--- config.mk ---
export PLATFORM = sky130hd
export DESIGN_NAME = sdram_stream_reader_flat
export DESIGN_NICKNAME = d
export VERILOG_FILES = /design/src/rtl/sdram_stream_reader_if.sv /design/src/rtl/sdram_stream_reader.sv /design/src/flat_wrapper.sv
export SDC_FILE = /design/constraint.sdc
export NUM_CORES = 1
export LEC_CHECK = 0
export ABC_AREA = 1
export CORE_MARGIN = 3
export CORE_UTILIZATION = 50
export CTS_BUF_LIST = sky130_fd_sc_hd__clkbuf_4 sky130_fd_sc_hd__clkbuf_8
export CTS_CLUSTER_DIAMETER = 60
export CTS_CLUSTER_SIZE = 14
export DETAILED_ROUTE_END_ITERATION = 16
export MAX_ROUTING_LAYER = met4
export PLACE_DENSITY = 0.73
export SLEW_MARGIN = 40
export SYNTH_ARGS = -nofsm -noshare
export SYNTH_HDL_FRONTEND = slang
export SYNTH_SLANG_ARGS = --single-unit
--- constraint.sdc ---
create_clock -name clk -period 4.8 [get_ports clk]
set_input_delay 0.96 -clock clk [delete_from_list [all_inputs] [get_ports clk]]
set_output_delay 0.96 -clock clk [all_outputs]
set_load 0.03 [all_outputs]
--- src/rtl/sdram_stream_reader_if.sv ---
// Bundles the command, stream and SDRAM channel signals of the stream reader.
// master = the reader itself; slave = the environment (controller, consumer, command source).
interface sdram_stream_reader_if #(
    parameter int ADDR_BITS = 24,
    parameter int LEN_BITS  = 16
);
    logic                 start;
    logic [ADDR_BITS-1:0] start_addr;
    logic [LEN_BITS-1:0]  length;
    logic                 busy;
    logic                 done;
    logic                 rd_valid;
    logic                 rd_ready;
    logic [15:0]          rd_data;
    logic                 mem_req;
    logic                 mem_ack;
    logic                 mem_we;
    logic [ADDR_BITS-1:0] mem_address;
    logic [15:0]          mem_data_write;
    logic [15:0]          mem_data_read;

    modport master (
        input  start, start_addr, length, rd_ready, mem_ack, mem_data_read,
        output busy, done, rd_valid, rd_data, mem_req, mem_we, mem_address, mem_data_write
    );

    modport slave (
        output start, start_addr, length, rd_ready, mem_ack, mem_data_read,
        input  busy, done, rd_valid, rd_data, mem_req, mem_we, mem_address, mem_data_write
    );
endinterface

--- src/rtl/sdram_stream_reader.sv ---
// Reads a run of consecutive SDRAM words over a req/ack toggle channel into a
// small first-word-fall-through FIFO drained through a valid/ready port.
module sdram_stream_reader #(
    parameter int ADDR_BITS = 24,
    parameter int LEN_BITS  = 16,
    parameter int DEPTH     = 8
) (
    input  logic                 clk,
    input  logic                 rst,
    sdram_stream_reader_if.master bus
);
    localparam int PTR_BITS = $clog2(DEPTH);
    localparam logic [PTR_BITS:0] FULL_COUNT = (PTR_BITS + 1)'(DEPTH);

    typedef enum logic [1:0] {ST_IDLE, ST_ISSUE, ST_WAIT, ST_FINISH} state_t;

    state_t               state_q, state_d;
    logic [ADDR_BITS-1:0] addr_q, addr_d;
    logic [ADDR_BITS-1:0] mem_address_q, mem_address_d;
    logic [LEN_BITS-1:0]  remaining_q, remaining_d;
    logic                 mem_req_q, mem_req_d;
    logic                 busy_q, busy_d;
    logic                 done_q, done_d;

    logic [15:0]          fifo_mem [DEPTH];
    logic [PTR_BITS-1:0]  wr_ptr_q, rd_ptr_q;
    logic [PTR_BITS:0]    count_q;

    logic                 synced;
    logic                 push;
    logic                 pop;
    logic                 flush;
    logic                 rd_valid;

    // Any ack that is still owed (stale after reset, or from an aborted
    // transfer) blocks issue, and only WAIT ever pushes, so such data is dropped.
    assign synced   = (mem_req_q == bus.mem_ack);
    assign rd_valid = (count_q != '0);
    assign pop      = rd_valid && bus.rd_ready && !flush;

    always_comb begin
        state_d       = state_q;
        addr_d        = addr_q;
        mem_address_d = mem_address_q;
        remaining_d   = remaining_q;
        mem_req_d     = mem_req_q;
        busy_d        = busy_q;
        done_d        = 1'b0;
        push          = 1'b0;
        flush         = 1'b0;

        if (bus.start) begin
            flush       = 1'b1;
            addr_d      = bus.start_addr;
            remaining_d = bus.length;
            busy_d      = 1'b1;
            state_d     = (bus.length == '0) ? ST_FINISH : ST_ISSUE;
        end else begin
            unique case (state_q)
                ST_IDLE: ;
                ST_ISSUE: begin
                    if (remaining_q != '0 && count_q < FULL_COUNT && synced) begin
                        mem_req_d     = ~mem_req_q;
                        mem_address_d = addr_q;
                        state_d       = ST_WAIT;
                    end
                end
                ST_WAIT: begin
                    if (synced) begin
                        push        = 1'b1;
                        addr_d      = addr_q + ADDR_BITS'(1);
                        remaining_d = remaining_q - LEN_BITS'(1);
                        state_d     = (remaining_q == LEN_BITS'(1)) ? ST_FINISH : ST_ISSUE;
                    end
                end
                ST_FINISH: begin
                    if (count_q == '0) begin
                        busy_d  = 1'b0;
                        done_d  = 1'b1;
                        state_d = ST_IDLE;
                    end
                end
            endcase
        end
    end

    always_ff @(posedge clk or posedge rst) begin
        if (rst) begin
            state_q       <= ST_IDLE;
            addr_q        <= '0;
            mem_address_q <= '0;
            remaining_q   <= '0;
            mem_req_q     <= 1'b0;
            busy_q        <= 1'b0;
            done_q        <= 1'b0;
        end else begin
            state_q       <= state_d;
            addr_q        <= addr_d;
            mem_address_q <= mem_address_d;
            remaining_q   <= remaining_d;
            mem_req_q     <= mem_req_d;
            busy_q        <= busy_d;
            done_q        <= done_d;
        end
    end

    // Slot space was reserved at issue, so a push can never find the FIFO full.
    always_ff @(posedge clk or posedge rst) begin
        if (rst) begin
            wr_ptr_q <= '0;
            rd_ptr_q <= '0;
            count_q  <= '0;
        end else if (flush) begin
            wr_ptr_q <= '0;
            rd_ptr_q <= '0;
            count_q  <= '0;
        end else begin
            if (push) begin
                wr_ptr_q <= wr_ptr_q + PTR_BITS'(1);
            end
            if (pop) begin
                rd_ptr_q <= rd_ptr_q + PTR_BITS'(1);
            end
            if (push && !pop) begin
                count_q <= count_q + (PTR_BITS + 1)'(1);
            end else if (pop && !push) begin
                count_q <= count_q - (PTR_BITS + 1)'(1);
            end
        end
    end

    always_ff @(posedge clk) begin
        if (push) begin
            fifo_mem[wr_ptr_q] <= bus.mem_data_read;
        end
    end

    assign bus.rd_valid       = rd_valid;
    assign bus.rd_data        = rd_valid ? fifo_mem[rd_ptr_q] : 16'h0000;
    assign bus.busy           = busy_q;
    assign bus.done           = done_q;
    assign bus.mem_req        = mem_req_q;
    assign bus.mem_address    = mem_address_q;
    assign bus.mem_we         = 1'b0;
    assign bus.mem_data_write = 16'h0000;
endmodule

--- src/flat_wrapper.sv ---
// flat-port wrapper written by rule: the top's interface ports become plain ports
module sdram_stream_reader_flat 
#(
    parameter int ADDR_BITS = 24,
    parameter int LEN_BITS  = 16,
    parameter int DEPTH     = 8
)
  (clk, rst, bus_start, bus_start_addr, bus_length, bus_rd_ready, bus_mem_ack, bus_mem_data_read, bus_busy, bus_done, bus_rd_valid, bus_rd_data, bus_mem_req, bus_mem_we, bus_mem_address, bus_mem_data_write);
  sdram_stream_reader_if #(.ADDR_BITS(ADDR_BITS), .LEN_BITS(LEN_BITS)) bus_i ();
  input  logic clk;
  input  logic rst;
  input wire logic [$bits(bus_i.start)-1:0] bus_start;
  input wire logic [$bits(bus_i.start_addr)-1:0] bus_start_addr;
  input wire logic [$bits(bus_i.length)-1:0] bus_length;
  input wire logic [$bits(bus_i.rd_ready)-1:0] bus_rd_ready;
  input wire logic [$bits(bus_i.mem_ack)-1:0] bus_mem_ack;
  input wire logic [$bits(bus_i.mem_data_read)-1:0] bus_mem_data_read;
  output wire logic [$bits(bus_i.busy)-1:0] bus_busy;
  output wire logic [$bits(bus_i.done)-1:0] bus_done;
  output wire logic [$bits(bus_i.rd_valid)-1:0] bus_rd_valid;
  output wire logic [$bits(bus_i.rd_data)-1:0] bus_rd_data;
  output wire logic [$bits(bus_i.mem_req)-1:0] bus_mem_req;
  output wire logic [$bits(bus_i.mem_we)-1:0] bus_mem_we;
  output wire logic [$bits(bus_i.mem_address)-1:0] bus_mem_address;
  output wire logic [$bits(bus_i.mem_data_write)-1:0] bus_mem_data_write;
  assign bus_i.start = bus_start;
  assign bus_i.start_addr = bus_start_addr;
  assign bus_i.length = bus_length;
  assign bus_i.rd_ready = bus_rd_ready;
  assign bus_i.mem_ack = bus_mem_ack;
  assign bus_i.mem_data_read = bus_mem_data_read;
  assign bus_busy = bus_i.busy;
  assign bus_done = bus_i.done;
  assign bus_rd_valid = bus_i.rd_valid;
  assign bus_rd_data = bus_i.rd_data;
  assign bus_mem_req = bus_i.mem_req;
  assign bus_mem_we = bus_i.mem_we;
  assign bus_mem_address = bus_i.mem_address;
  assign bus_mem_data_write = bus_i.mem_data_write;
  sdram_stream_reader #(.ADDR_BITS(ADDR_BITS), .LEN_BITS(LEN_BITS), .DEPTH(DEPTH)) u_core (.clk(clk), .rst(rst), .bus(bus_i));
endmodule
==> results.toml, run 1 <==
[cts]
cts_root_buffer = "clkbuf_8"
cts.sink_count = 207
postCtsSetupBuffers = 0
clockBufferDepth = 3
cts_inserted_buffers = 18
ctsResizeCount = 0
path_clk_slew_ps = 90
cts_tree = "yes"
cts_hold_buf = 0
htree_levels = 1
clk_latency_ps = 500

[layout]
layout-drive-gt1-share = 0.07564
mostFrequentLayoutCell = "nand2_1"
n_antenna_cell = 0
mostFrequentLayoutCells = "203 x nand2_1, 182 x nor2_1, 128 x edfxtp_1"
fill_cells = 1625
nets = 1199
area_growth_pct = 16.14
final_util = 0.6023

[placed_design]
portBuffers = 104
routabilityCongestion = 0.9033
post-place-ws_ps = 1087
place_hpwl_um = 14660

[timing]
fmax_mhz = 256.7
period_needed_ps = 3896
tightest_slew_ps = 792.5
relSlewSlack = 0.4717
fin_skew_ps = 21.80
rsz0062_at_grt = "no"
min_period_over_period = 0.8116
setup_viol = 0
fin_ws_ps = 904.2
drv_slew = 0
finalHoldViolations = 0
fin_setup_tns_ps = 0

[floorplan]
design.core.area_mm2 = 0.01902
fp-row-count = 50
fp.dieW_um = 146.5
dieArea_mm2 = 0.02145
start_util = 0.5186
fp.dieH_um = 146.5
ios = 122

[global_routing]
grt_usage = 0.2074
grt_overflow = 0
antenna_found_initial = 0
grt_pass1_wl_um = 35670
grt_pass1_vias = 7046
grt_max_degree = 68

[worst_setup_path]
path_max_fanout = 67
critical_path_required_ps = 3840
r2r_cells = 12
cp.arrival_ps = 2940
cp-start-kind = "flip-flop"
endpoint_kind = "output port"
crit_type = "flip-flop to output port"

[yosys]
yosys_warnings = 0
yosysSeqAreaShare = 0.5901
ys_ff_latch = 207
syn_area_mm2 = 0.009863
async_reset_ff_frac = 0.3816
synth_edf_count = 128
synth.avg_cell_area_um2 = 9.595
synthFlopType = "edfxtp_1"
syn_inst = 1028
yosysUniqueCellTypes = 40

[route]
ant_nets = 0
detail_route.vias_per_cell = 5.242
vias = 7323
drc = 0
firstDrtPassIters = 5
wl_per_cell_um = 15.62
drt_wl_total_um = 21820
drt-initial-drc-count = 495

[hold_path]
hold_path_class = "flip-flop to flip-flop"
min_path_cells = 2

[power_and_ir_drop]
power.density_mw_per_mm2 = 475.5
p_leak_nw = 4.453
ir_drop_mv = 0.2785

[status]
status = "complete, no violations"

[job]
cap_violations = 0
==> cells by family (layout without fill, tap and decap cells) <==
| logic type | Yosys count | in the layout | synth area share |
|---|---|---|---|
| DFF | 207 | 207 | 0.5901 |
| muxes | 16 | 16 | 0.01624 |
| adders and majority gates | 13 | 13 | 0.01725 |
| buffers and inverters | 135 | 228 | 0.06419 |
| and+or+nand+nor | 463 | 463 | 0.1965 |
| xor gates and xnor gates | 19 | 19 | 0.01687 |
| other | 1 | 17 | 0.0003802 |
| AOI/OAI and AO/OA | 174 | 174 | 0.09844 |
==> metrics by stage <==
| stage | hold WS [ps] | total power, W | instance area (um^2) | cells |
|---|---|---|---|---|
| 3_3_place_gp | 469.2 | 0.004417 | 11070 | 1364 |
| 2_1_floorplan | 479.8 | 0.003719 | 9923 | 1044 |
| 6_report | 498.0 | 0.005446 | 11450 | 1397 |
| 5_1_grt | 523.9 | 0.005786 | 11450 | 1397 |
| 4_1_cts | 502.5 | 0.005504 | 11450 | 1397 |
| 3_5_place_dp | 480.3 | 0.004472 | 11090 | 1365 |
==> worst max-delay path, stage by stage (launching register included) <==
cell and delay, ps:
dfrtp_2 370, buf_4 590, nor2_1 110, nor2_1 110
o21ai_0 100, o21ai_0 100, o21ai_0 100, nor2_1 200
clkdlybuf4s50_1 700
==> where the power goes <==
group,total (W),switching [W],internal [W]
sequential,0.00230,0.000191,0.00211
clock,0.00102,0.000552,0.000470
combinational,0.00213,0.00133,0.000799
total,0.00545,0.00207,0.00338
==> flip-flops by register name (all words and copies together), names as in the netlist <==
signal	cells
u_core.fifo_mem	128
u_core.bus.busy	1
u_core.state_q	2
u_core.rd_ptr_q	3
u_core.addr_q	24
u_core.bus.mem_address	24
u_core.remaining_q	16
u_core.bus.done	1
u_core.count_q	4
u_core.wr_ptr_q	3
u_core.bus.mem_req	1
==> synthesized netlist by cell type (6+ instances only) <==
library cell | count | area share
a21oi_1 | 8 | 0.0041
buf_2 | 19 | 0.0096
buf_4 | 20 | 0.015
clkbuf_1 | 15 | 0.0057
dfrtp_1 | 79 | 0.20
edfxtp_1 | 128 | 0.39
ha_1 | 12 | 0.015
inv_1 | 74 | 0.028
mux2i_1 | 16 | 0.016
nand2_1 | 203 | 0.077
nand2_4 | 6 | 0.0068
nand3_1 | 47 | 0.024
nor2_1 | 182 | 0.069
nor3_1 | 6 | 0.0030
o211ai_1 | 7 | 0.0053
o21ai_0 | 116 | 0.059
o21ai_2 | 10 | 0.0089
o22ai_1 | 20 | 0.013
xor2_1 | 15 | 0.013
==> metal layers <==
| layer | track usage | share of wire |
|---|---|---|
| met5 | - | 0 |
| met4 | 0.04704 | 0.019 |
| met3 | 0.02452 | 0.053 |
| met2 | 0.3415 | 0.48 |
| met1 | 0.2797 | 0.45 |
==> final timing paths <==
path	from	endpoint	slack, ps
worst max-delay path	u_core.rd_ptr_q[0]	bus_rd_data[4]	900
worst min-delay path	u_core.bus.mem_address[17]	u_core.bus.mem_address[17]	500
worst max register to register	u_core.state_q[0]	u_core.count_q[3]	2110
worst min register to register	u_core.bus.mem_address[17]	u_core.bus.mem_address[17]	500
max in group asynchronous	rst	u_core.remaining_q[15]	3220
min in group asynchronous	rst	u_core.bus.mem_address[9]	840
==> final cells by class <==
class	instances	area [um^2]	area share
timing repair buffer	120	1174	0.1025
tap	260	325.3	0.02840
inverter	76	290.3	0.02534
clock buffer	32	359.1	0.03135
sequential	207	5822	0.5082
multi-input combinational	702	3485	0.3042
No activity file was read; power rests on OpenSTA's default activity.
==> run 2, diff against run 1 <==
==> constraint.sdc (replaced) <==
create_clock -name clk -period 4 [get_ports clk]
set_input_delay 0.8 -clock clk [delete_from_list [all_inputs] [get_ports clk]]
set_output_delay 0.8 -clock clk [all_outputs]
set_load 0.03 [all_outputs]
==> results.toml, run 2 (synthesized netlist as in run 1, its figures left out) <==
[status]
status = "complete, no violations"

[route]
ant_nets = 0
drt-initial-drc-count = 445
drc = 0
vias = 7254
wl_per_cell_um = 15.56
detail_route.vias_per_cell = 5.178
drt_wl_total_um = 21800
firstDrtPassIters = 5

[global_routing]
grt_pass1_wl_um = 35450
grt_max_degree = 55
grt_overflow = 0
grt_usage = 0.2055
antenna_found_initial = 0
grt_pass1_vias = 7019

[power_and_ir_drop]
p_leak_nw = 4.491
power.density_mw_per_mm2 = 567.4
power_w = 0.006541
ir_drop_mv = 0.3497

[cts]
ctsResizeCount = 0
htree_levels = 1
cts_hold_buf = 0
clockBufferDepth = 3
clk_latency_ps = 500
cts_tree = "yes"
cts_root_buffer = "clkbuf_8"
postCtsSetupBuffers = 0
cts_inserted_buffers = 18
path_clk_slew_ps = 90
cts.sink_count = 207

[timing]
rsz0062_at_grt = "no"
min_period_over_period = 0.8872
fin_skew_ps = 28.55
period_needed_ps = 3549
relSlewSlack = 0.5297
tightest_slew_ps = 704.7
setup_viol = 0
fin_setup_tns_ps = 0
drv_slew = 0
finalHoldViolations = 0
fmax_mhz = 281.8

[layout]
mostFrequentLayoutCells = "203 x nand2_1, 182 x nor2_1, 128 x edfxtp_1"
area_growth_pct = 16.88
nets = 1204
final_util = 0.6062
mostFrequentLayoutCell = "nand2_1"
largest_register = "u_core.fifo_mem"
final_area_mm2 = 0.01153
layout-drive-gt1-share = 0.07800
largest_reg_flops = 128
fill_cells = 1630
n_antenna_cell = 0

[worst_setup_path]
rrSetupSlack_ps = 1090
path_max_fanout = 13
endpoint_kind = "output port"
critical_path_required_ps = 3200
cp_slowest_cell = "clkdlybuf4s50_1"
cp-start-kind = "flip-flop"
crit_type = "flip-flop to output port"
cp.arrival_ps = 2750
path_cells = "inv_1 > nand4_1 > buf_4 > o21ai_0 > nor2_1 > clkdlybuf4s50_1"
cpPeakStageDelay_ps = 590

[hold_path]
hold_path_class = "flip-flop to flip-flop"

[floorplan]
dieArea_mm2 = 0.02145
fp.dieH_um = 146.5
design.core.area_mm2 = 0.01902
fp-row-count = 50
ios = 122
start_util = 0.5186
fp.dieW_um = 146.5

[placed_design]
routabilityCongestion = 0.8980
portBuffers = 104
placed_area_mm2 = 0.01115
place_hpwl_um = 14740

[job]
cap_violations = 0
==> run 2: changes by cell type in the layout (fill, tap and decap cells not counted) <==
| cell | change |
|---|---|
| inv_1 | +1 |
| clkbuf_8 | +1 |
| buf_12 | +3 |
| clkbuf_4 | -2 |
| inv_2 | -1 |
| buf_4 | +2 |
==> run 2: critical path, delay by kind of cell (launching register included) <==
| family | cells | cell delay [ps] |
|---|---|---|
| buffers and inverters | 3 | 1160 |
| AND/OR/NAND/NOR | 2 | 600 |
| flip-flops | 1 | 410 |
| AO/OA/AOI/OAI | 1 | 90 |
==> run 2: final timing paths <==
check                                           start                    endpoint  cells past startpoint
setup / recovery                    u_core.count_q[3]             bus_rd_data[10]                      6
hold / removal             u_core.bus.mem_address[21]  u_core.bus.mem_address[21]                      2
setup reg to reg                    u_core.count_q[3]           u_core.count_q[3]                     11
hold reg to reg            u_core.bus.mem_address[21]  u_core.bus.mem_address[21]                      2
max in group asynchronous                         rst      u_core.remaining_q[15]                      3
min in group asynchronous                         rst  u_core.bus.mem_address[23]                      2
==> run 2: stage by stage <==
step                      hold slack [ps]  instances  worst slack [ps]
after floorplan                     479.8       1044             908.1
after global placement              466.0       1369             742.6
after detailed placement            468.8       1369             696.5
after CTS                           490.2       1400             352.3
after global routing                523.0       1401             254.1
final                               489.0       1401             451.4
==> run 2: final cells by class <==
class | count | area, um^2 | area share
tap | 260 | 325.3 | 0.02822
timing repair buffer | 125 | 1249 | 0.1083
clock buffer | 31 | 357.8 | 0.03104
multi-input combinational | 702 | 3485 | 0.3023
inverter | 76 | 290.3 | 0.02518
sequential | 207 | 5822 | 0.5050
==> run 2: power breakdown <==
part           leakage [nW]  internal, W  switching [W]  total [W]
clock network         0.194     0.000563       0.000655    0.00122
logic                  2.16     0.000974        0.00157    0.00255
registers              2.13      0.00253       0.000246    0.00278
==> run 2: metal layers <==
| layer | GRT usage | vias to the layer above | wire (um) |
|---|---|---|---|
| li1 | - | 3588 | - |
| met1 | 0.2709 | 3420 | 9665 |
| met2 | 0.3424 | 207 | 10630 |
| met3 | 0.02731 | 39 | 1056 |
| met4 | 0.04845 | 0 | 441 |
| met5 | - | - | 0 |
==> run 3, diff against run 2 <==
--- a/config.mk
+++ b/config.mk
@@ -14,6 +14,7 @@
 export DETAILED_ROUTE_END_ITERATION = 16
 export MAX_ROUTING_LAYER = met4
 export PLACE_DENSITY = 0.73
+export SKIP_LAST_GASP = 1
 export SLEW_MARGIN = 40
 export SYNTH_ARGS = -nofsm -noshare
 export SYNTH_HDL_FRONTEND = slang
==> results of run 3 <==
The final DEF is identical to that of run 2; final timing and power are the same.
